--- config.mk ---
export PLATFORM = sky130hd
export DESIGN_NAME = posit_mul_result_pipe_8bit
export DESIGN_NICKNAME = d
export VERILOG_FILES = /design/src/rtl/posit_mul_result_pipe_8bit.sv
export SDC_FILE = /design/constraint.sdc
export NUM_CORES = 1
export LEC_CHECK = 0
export ABC_AREA = 0
export CAP_MARGIN = 10
export CORE_MARGIN = 2
export CORE_UTILIZATION = 52
export CTS_BUF_LIST = sky130_fd_sc_hd__clkbuf_2
export DETAILED_ROUTE_END_ITERATION = 12
export PLACE_DENSITY = 0.79
export RECOVER_POWER = 25
export SLEW_MARGIN = 20
export SYNTH_ARGS = -nofsm -noshare
export SYNTH_HDL_FRONTEND = slang
export SYNTH_SLANG_ARGS = --single-unit
export TNS_END_PERCENT = 50
--- constraint.sdc ---
create_clock -name clk -period 3.9 [get_ports clk]
set_clock_uncertainty 0.05 [all_clocks]
set_input_delay 0.78 -clock clk [delete_from_list [all_inputs] [get_ports clk]]
set_output_delay 0.78 -clock clk [all_outputs]
set_load 0.02 [all_outputs]
--- src/rtl/posit_mul_result_pipe_8bit.sv ---
// Two-stage valid/ready output pipe that encodes a 14-bit extended posit product to posit8 (es=0).
// Optional NaR/zero delivery counters are enabled by defining POSIT_MUL_PIPE_STATS_EN.
`timescale 1ns/1ps

module encode_posit_8bit (
  input  logic [11:0] eposit,
  input  logic        guard,
  input  logic        summary,
  output logic [7:0]  posit
);
  logic [3:0]         exp_field;
  logic [4:0]         scale;
  logic               over;
  logic               under;
  logic [2:0]         shamt;
  logic signed [15:0] field;
  logic [15:0]        shifted;
  logic [6:0]         top;
  logic               rnd;
  logic               stk;
  logic               inc;
  logic [7:0]         mag;

  // Regime is formed by arithmetic-shifting a {seed,frac,guard} field, then round-to-nearest-even.
  always_comb begin
    exp_field = eposit[8:5];
    scale     = {1'b0, exp_field} - 5'd7;
    over      = ~scale[4] & (scale[3:0] > 4'd6);
    under     = (scale == 5'b11001);
    if (scale[4]) begin
      shamt = ~scale[2:0];
      field = {2'b01, eposit[4:0], guard, 8'h00};
    end else begin
      shamt = scale[2:0];
      field = {2'b10, eposit[4:0], guard, 8'h00};
    end
    shifted = 16'(field >>> shamt);
    top     = shifted[15:9];
    rnd     = shifted[8];
    stk     = (|shifted[7:0]) | summary;
    inc     = rnd & (stk | top[0]);
    mag     = {1'b0, top} + {7'd0, inc};
    // Posits never round to zero or NaR: clamp to minpos/maxpos outside the regime range.
    if (over) begin
      mag = 8'h7F;
    end else if (under) begin
      mag = 8'h01;
    end else begin
      mag = mag;
    end
    if (eposit[11]) begin
      posit = 8'h80;
    end else if (eposit[10]) begin
      posit = 8'h00;
    end else if (eposit[9]) begin
      posit = 8'h00 - mag;
    end else begin
      posit = mag;
    end
  end
endmodule

module posit_mul_result_pipe_8bit #(
  parameter int CNT_W  = 16
`ifdef POSIT_MUL_PIPE_STATS_EN
  , parameter int STAT_W = 8
`endif
) (
  input  logic              clk,
  input  logic              rst,
  input  logic              in_valid,
  output logic              in_ready,
  input  logic [13:0]       in_eproduct,
  output logic              out_valid,
  input  logic              out_ready,
  output logic [7:0]        out_posit,
  output logic [CNT_W-1:0]  result_count
`ifdef POSIT_MUL_PIPE_STATS_EN
  , output logic [STAT_W-1:0] nar_count
  , output logic [STAT_W-1:0] zero_count
`endif
);
  logic              s1_valid_q, s1_valid_d;
  logic [13:0]       s1_data_q, s1_data_d;
  logic              s2_valid_q, s2_valid_d;
  logic [7:0]        out_posit_q, out_posit_d;
  logic [CNT_W-1:0]  result_count_q, result_count_d;
  logic              s2_ready;
  logic              out_fire;
  logic [7:0]        enc_posit;

  encode_posit_8bit u_encode (
    .eposit  (s1_data_q[13:2]),
    .guard   (s1_data_q[1]),
    .summary (s1_data_q[0]),
    .posit   (enc_posit)
  );

  assign s2_ready     = ~s2_valid_q | out_ready;
  assign in_ready     = ~s1_valid_q | s2_ready;
  assign out_fire     = s2_valid_q & out_ready;
  assign out_valid    = s2_valid_q;
  assign out_posit    = out_posit_q;
  assign result_count = result_count_q;

  // Next-state for both pipeline stages and the wrapping transfer counter.
  always_comb begin
    s1_valid_d     = s1_valid_q;
    s1_data_d      = s1_data_q;
    s2_valid_d     = s2_valid_q;
    out_posit_d    = out_posit_q;
    result_count_d = result_count_q;
    if (in_ready) begin
      s1_valid_d = in_valid;
      if (in_valid) begin
        s1_data_d = in_eproduct;
      end else begin
        s1_data_d = s1_data_q;
      end
    end else begin
      s1_valid_d = s1_valid_q;
    end
    if (s2_ready) begin
      s2_valid_d = s1_valid_q;
      if (s1_valid_q) begin
        out_posit_d = enc_posit;
      end else begin
        out_posit_d = out_posit_q;
      end
    end else begin
      s2_valid_d = s2_valid_q;
    end
    if (out_fire) begin
      result_count_d = result_count_q + CNT_W'(1);
    end else begin
      result_count_d = result_count_q;
    end
  end

  // Pipeline and counter registers.
  always_ff @(posedge clk or posedge rst) begin
    if (rst) begin
      s1_valid_q     <= 1'b0;
      s1_data_q      <= 14'h0000;
      s2_valid_q     <= 1'b0;
      out_posit_q    <= 8'h00;
      result_count_q <= '0;
    end else begin
      s1_valid_q     <= s1_valid_d;
      s1_data_q      <= s1_data_d;
      s2_valid_q     <= s2_valid_d;
      out_posit_q    <= out_posit_d;
      result_count_q <= result_count_d;
    end
  end

`ifdef POSIT_MUL_PIPE_STATS_EN
  logic [STAT_W-1:0] nar_count_q, nar_count_d;
  logic [STAT_W-1:0] zero_count_q, zero_count_d;

  assign nar_count  = nar_count_q;
  assign zero_count = zero_count_q;

  // Saturating counters of delivered NaR and zero results.
  always_comb begin
    nar_count_d  = nar_count_q;
    zero_count_d = zero_count_q;
    if (out_fire && (out_posit_q == 8'h80) && (nar_count_q != {STAT_W{1'b1}})) begin
      nar_count_d = nar_count_q + STAT_W'(1);
    end else begin
      nar_count_d = nar_count_q;
    end
    if (out_fire && (out_posit_q == 8'h00) && (zero_count_q != {STAT_W{1'b1}})) begin
      zero_count_d = zero_count_q + STAT_W'(1);
    end else begin
      zero_count_d = zero_count_q;
    end
  end

  // Statistics registers.
  always_ff @(posedge clk or posedge rst) begin
    if (rst) begin
      nar_count_q  <= '0;
      zero_count_q <= '0;
    end else begin
      nar_count_q  <= nar_count_d;
      zero_count_q <= zero_count_d;
    end
  end
`endif
endmodule
==> results of run 1 <==
registers in the layout (all words and copies together), names as in the netlist:
signal	cells
result_count	16
s1_data_q	14
out_posit	8
s1_valid_q	1
out_valid	1
report_power, final:
part           internal (mW)  switching (mW)  total, mW
Sequential             0.492           0.107      0.599
Clock                  0.110           0.161      0.271
Combinational          0.687           0.740       1.43
cell families after synthesis:
group / share of synthesized area
and+or+nand+nor: 0.202
AOI/OAI and AO/OA: 0.221
DFF: 0.313
buffers and inverters: 0.0784
muxes: 0.0956
xor gates and xnor gates: 0.0658
adders and majority gates: 0.0235
cell usage after synthesis (6+ instances only):
library cell	instances	area [µm²]
dfrtp_1	40	1000
nand2_1	32	120
nor2_1	20	75.1
xnor2_1	18	158
mux2_2	16	180
o21ai_0	14	70.1
a21oi_1	12	60.1
nand3_1	12	60.1
inv_1	10	37.5
buf_6	8	90.1
mux2i_1	8	80.1
ha_1	6	75.1
xor2_1	6	52.6
through the flow:
step,instances,util
after detailed placement,452,0.633
after global placement,452,0.633
after floorplan,335,-
after global routing,469,0.675
final,469,0.675
after CTS,463,0.654
per-layer routing:
layer	share of wire	vias to the layer above
met5	0	-
met4	0.021	0
met3	0.058	17
met2	0.47	114
met1	0.45	1378
li1	-	1338
cells in the final DEF, fill, tap and decap left out, types with 8 or more instances in the layout:
cell	Yosys	routed
buf_4	5	30
xnor2_1	18	18
dfrtp_1	40	38
clkdlybuf4s50_1	0	41
nor2_1	20	20
nand3_1	12	12
inv_1	10	9
mux2i_1	8	8
a21oi_1	12	10
mux2_2	16	16
nand2_1	32	32
o21ai_0	14	14
worst max-delay path, delay by kind of cell (launching register included):
family	cells	cell delay, ns
adders and majority gates	2	0.47
buffers and inverters	3	0.36
AOI/OAI and AO/OA	7	1.59
DFF	1	0.52
and+or+nand+nor	3	0.78
worst paths after layout:
kind	start	endpoint	slack, ns	depth (start not counted)
setup / recovery	s1_data_q[7]	out_posit[5]	0.01	15
min in group asynchronous	rst	s1_data_q[7]	1.46	3
setup reg to reg	s1_data_q[7]	out_posit[5]	0.01	15
hold / removal	s1_valid_q	out_valid	0.44	1
hold reg to reg	s1_valid_q	out_valid	0.44	1
max in group asynchronous	rst	s1_data_q[8]	0.94	3
final cells by class:
class / instances / share of cell area
clock buffers: 5 / 0.00626
clock inverters: 3 / 0.0116
inverters: 11 / 0.0116
multi-input cells: 258 / 0.519
flip-flops and latches: 40 / 0.251
well taps: 75 / 0.0235
repair buffers: 77 / 0.177
timing repair:
item | in CTS | in global routing
setup buffers | 3 | 6
resized for setup | 6 | 15
endpoints found under the setup margin | 3 | 4
pin swaps | 5 | 14
==> metrics.md, run 1 <==
| Metric | Value |
|---|---|
| Met3 usage | `0.0413` |
| Num CTS Buffers | `5` |
| Synth Flop Type | `dfrtp_1` |
| Async SR Flop Fraction | `1.00` |
| Post-CTS Hold Buffers | `0` |
| CTS max path bufs | `2` |
| Htree depth | `2` |
| Max-Cap Viols | `1` |
| Design Area, Final | `0.00400 mm²` |
| Setup repair after global routing missed its margin | `true` |
| Multi-input combinational cell area | `0.00207 mm²` |
| Hold Vio Cnt, Final | `0` |
| Crit end category | `flop` |
| Slew HR | `-0.440` |
| Final Net Count | `417` |
| Final period util | `0.997` |
| Rows | `28` |
| Vias in the first global route | `2545` |
| Drt wl/cell | `17.6 µm` |
| Worst Tran Pin Value | `2.16 ns` |
| CP max stage cell | `dfrtp_2` |
| Delay of the slowest critical-path stage | `about 0.52 ns` |
| PortBufs | `43` |
| First-pass GRT wire length | `12300 µm` |
| Global routing usage on met2 | `0.390` |
| Vias per inst | `6.07` |
| Hold_ws | `0.436 ns` |
| Fraction of layout cells with a size suffix above 1 | `0.269` |
| # diodes | `0` |
| Initial core utilization | `0.539` |
| Crit path DAT | `4.20 ns` |
| Reg area | `0.00100 mm²` |
| Placed cell areas | `0.00375 mm²` |
| Register area share after synthesis | `0.313` |
| Pwr Total | `about 2.3 mW` |
| Placer congestion estimate | `approximately 0.9` |
| Post-route setup TNS | `0 ns` |
| Area added between synthesis and finish | `25.1%` |
| Final wirelength | `8250 µm` |
| Yosys Warn Count | `0` |
| Fmax | `0.257 GHz` |
| Post-DP HPWL | `5530 µm` |
| Synth cell types | `~90` |
| Height of the die | `82.4 µm` |
| Total gr overflow | `0` |
| Failing checks | `max-capacitance violations, max-slew violations` |
| WP data required | `4.22 ns` |
| Leakage | `1.59 nW` |
| Core Area | `0.00592 mm²` |
| Layout fillers | `about 450` |
| DIE WIDTH | `82.4 µm` |
| Busiest layer in global routing | `met2` |
| Worst hold path type | `flop to flop` |
| Initial antenna violation count | `0` |
| Routing usage on met1 | `0.320` |
| Clock-pin slew on the worst setup and hold paths | `roughly 0.26 ns` |
| Final setup fails | `0` |
| Pins Over Slew Limit | `roughly 40` |
| Total Routing Usage GR | `0.238` |
| Startpoint Class | `flop` |
| Post-synth EDFFs | `0` |
| Die area | `0.00678 mm²` |
| Synth Cell Area | `0.00319 mm²` |
| Worst VDD drop | `slightly below 0.4 mV` |
| 1st-iter DRT viols | `371` |
| Status | `finished with violations` |
| Final setup margin | `0.0134 ns` |
| Yosys reg bits | `40` |
| # IOs | `44` |
| Via count | `2847` |
| Post-route DRC | `0` |
| CTS Sinks | `40` |
| CP Cell Sequence | `inv_6 -> ha_4 -> buf_8 -> a211o_4 -> a32o_2 -> a21o_4 -> and2_1 -> ha_2 -> buf_4 -> or3_4 -> a21oi_4 -> a2111oi_4 -> nand4bb_4 -> o41a_1 -> a32o_1` |
| Syn Area/Cell | `9.53 µm²` |
| Post-DRT Antenna Nets | `0` |
| Clk Latency, worst-skew pair | `0.45 ns` |
| Syn Nets | `359` |
| Worst Path Max Fanout | `12` |
| CTS tree | `done` |
| DRT Pass-1 Iters | `5` |
| Pwr dens | `575 mW/mm²` |
| Worst setup path class | `flop to flop` |
| Largest net degree at the start of global routing | `41` |
| Clk root buf | `clkbuf_2` |
| Worst slack, placed | `-0.0789 ns` |
| Syn Inst Count | `335` |
| Tmin final | `3.89 ns` |
Note: power is estimated with default switching activity, not from simulation.
==> run 2: changes to the inputs <==
Settings changed: SLEW_MARGIN 20 to unset.
==> results of run 2 <==
Final layout, timing and power as in run 1 (identical DEF).
==> RTL edit, RTL diff (settings of run 1) <==
Change the parameter `CNT_W` from 16 to 12.
--- a/src/rtl/posit_mul_result_pipe_8bit.sv
+++ b/src/rtl/posit_mul_result_pipe_8bit.sv
@@ -61,7 +61,7 @@
 endmodule
 
 module posit_mul_result_pipe_8bit #(
-  parameter int CNT_W  = 16
+  parameter int CNT_W  = 12
 `ifdef POSIT_MUL_PIPE_STATS_EN
   , parameter int STAT_W = 8
 `endif
Ports: changed (resized result_count); port bits go from 44 to 40. The function was not compared with the original's and may differ.
==> RTL edit against run 1 <==
  * The flow finishes with violations (setup timing)
  * Sequential cell count fell by 4
  * Global-route usage rose by 2.3 points
  * Critical path depth did not move
  * Setup slack got worse by 0.15 ns
  * Non-clock buffer count rose by 10
  * Area after synthesis fell by 11%
  * Worst hold slack improved by 0.014 ns
  * Final cell count fell by 1.3%
  * Design area fell by 7.7%
  * Combinational power fell by 11%
  * Power fell by 10%
  * Wire length fell by 7.0%
  * Sequential power fell by 8.5%
  * Highest routed layer unchanged
==> RTL edit: results (changes against run 1) <==
[logic_synthesis]
postSynthNetCount = 345  ; was 359
ys_seq_area_frac = 0.316  ; was 0.313
synthTopCellsByCount = dfrtp_1 (36), nand2_1 (27), nor2_1 (20)  ; was dfrtp_1 (40), nand2_1 (32), nor2_1 (20)
synthTopCellsByArea = dfrtp_1 (32%), mux2_2 (5.9%), xnor2_1 (4.3%), nand2_1 (3.6%), mux2i_1 (2.8%)  ; was dfrtp_1 (31%), mux2_2 (5.6%), xnor2_1 (4.9%), nand2_1 (3.8%), buf_6 (2.8%)
ys_types = 66  ; was 89

[drt]
drtIter0Drc = 264  ; was 371
num_vias = 2765  ; was 2847
first_pass_iters = 8  ; was 5
wl_met3_um = 533  ; was 480 um
met1Wirelength_um = 3480  ; was 3680 um
wl_per_cell_um = 16.6  ; was 17.6 um
wl_met2_um = 3560  ; was 3910 um

[place]
post-dp-hpwl_um = 5710  ; was 5530 um
io_buffer_count = 39  ; was 43
dpl-instance-area_sq_um = 3570  ; was 3750 sq um
gp_congestion = 0.965  ; was 0.898

[global_routing]
antenna_found_initial = 0  ; unchanged
grt_use_met1 = 0.360  ; was 0.320
grt_pass1_wl_um = 12700  ; was 12300 um
grt_max_degree = 29  ; was 41
met3_usage = 0.0506  ; was 0.0413
grt_use_total = 0.261  ; was 0.238
grt.met2_usage = 0.425  ; was 0.390
grt_pass1_vias = 2621  ; was 2545

[clock_tree]
clkLatencyLatePin_ns = 0.38  ; was 0.45 ns
clockRootBuffer = clkbuf_2  ; unchanged
path_clk_slew_ns = 0.19  ; was 0.26 ns

[final_layout]
fillers = 409  ; was 449
clkCellAreaFrac = 0.0176  ; was 0.0179
n_clock_buffer = 6  ; was 5
layout.comb_gates.multi_input = 251  ; was 258
drive_gt1_frac = 0.229  ; was 0.269
seq_cells = 36  ; was 40
buffer_area_frac = 0.211  ; was 0.177
n_all_buffers = 87  ; was 77
fin_nets = 416  ; was 417
multi_input_area_share = 0.491  ; was 0.519

[critical_path]
r2r-start = s1_data_q[7]  ; unchanged
cp.arrival_ns = 4.30  ; was 4.20 ns
r2r_end = out_posit[6]  ; was out_posit[5]
crit_path_max_incr_delay_ns = 0.46  ; was 0.52 ns
path_max_fanout = 8  ; was 12
slowest_stage = dfrtp_1  ; was dfrtp_2

[status]
status = finished, violations left  ; unchanged
violations = setup timing  ; was capacitance limit, slew limit

[power_and_ir_drop]
power.leakage_nw = 1.58  ; was 1.59 nW
power_density_nw_per_um2 = 558  ; was 575 nW/um^2
ir_drop_mv = 0.426  ; was 0.398 mV
p_int_mw = 1.19  ; was 1.29 mW
pg_comb_mw = 1.27  ; was 1.43 mW

[timing]
hold-worst-slack_ns = 0.450  ; was 0.436 ns
relSlewSlack = 0.415  ; was -0.440
setup_slack_ns = -0.138  ; was 0.0134 ns
setup_viol = 1  ; was 0

[min_path]
hold-path-endpoint = result_count[11]  ; was out_valid
hp-start = result_count[11]  ; was s1_valid_q
hold_depth = 1  ; unchanged

-- RTL edit: changes by cell type after synthesis, sizes merged, moves of 5 or more --
cell	run 1	this run
a22o	2	7
nand2	33	27
nand2b	5	10
nand3	12	7
-- RTL edit: metrics by stage --
step | total power, mW | std cells
after global routing | 2.20 | 463
final | 2.06 | 463
after CTS | 2.03 | 461
after floorplan | 1.32 | 321
after detailed placement | 1.78 | 453
after global placement | 1.75 | 453
-- RTL edit: cells by family after synthesis --
logic type / count (synthesis) / share of synthesized area
AOI/OAI and AO/OA: 76 / 0.199
xor gates and xnor gates: 22 / 0.0675
adders and majority gates: 6 / 0.0263
buffers and inverters: 34 / 0.0662
DFF: 36 / 0.316
muxes: 23 / 0.0872
and+or+nand+nor: 124 / 0.238
-- RTL edit: what timing repair did --
action                     CTS  global route
pin swaps                    2             2
setup endpoints to repair    2             3
gates resized for setup      4             6
setup buffers                0             2
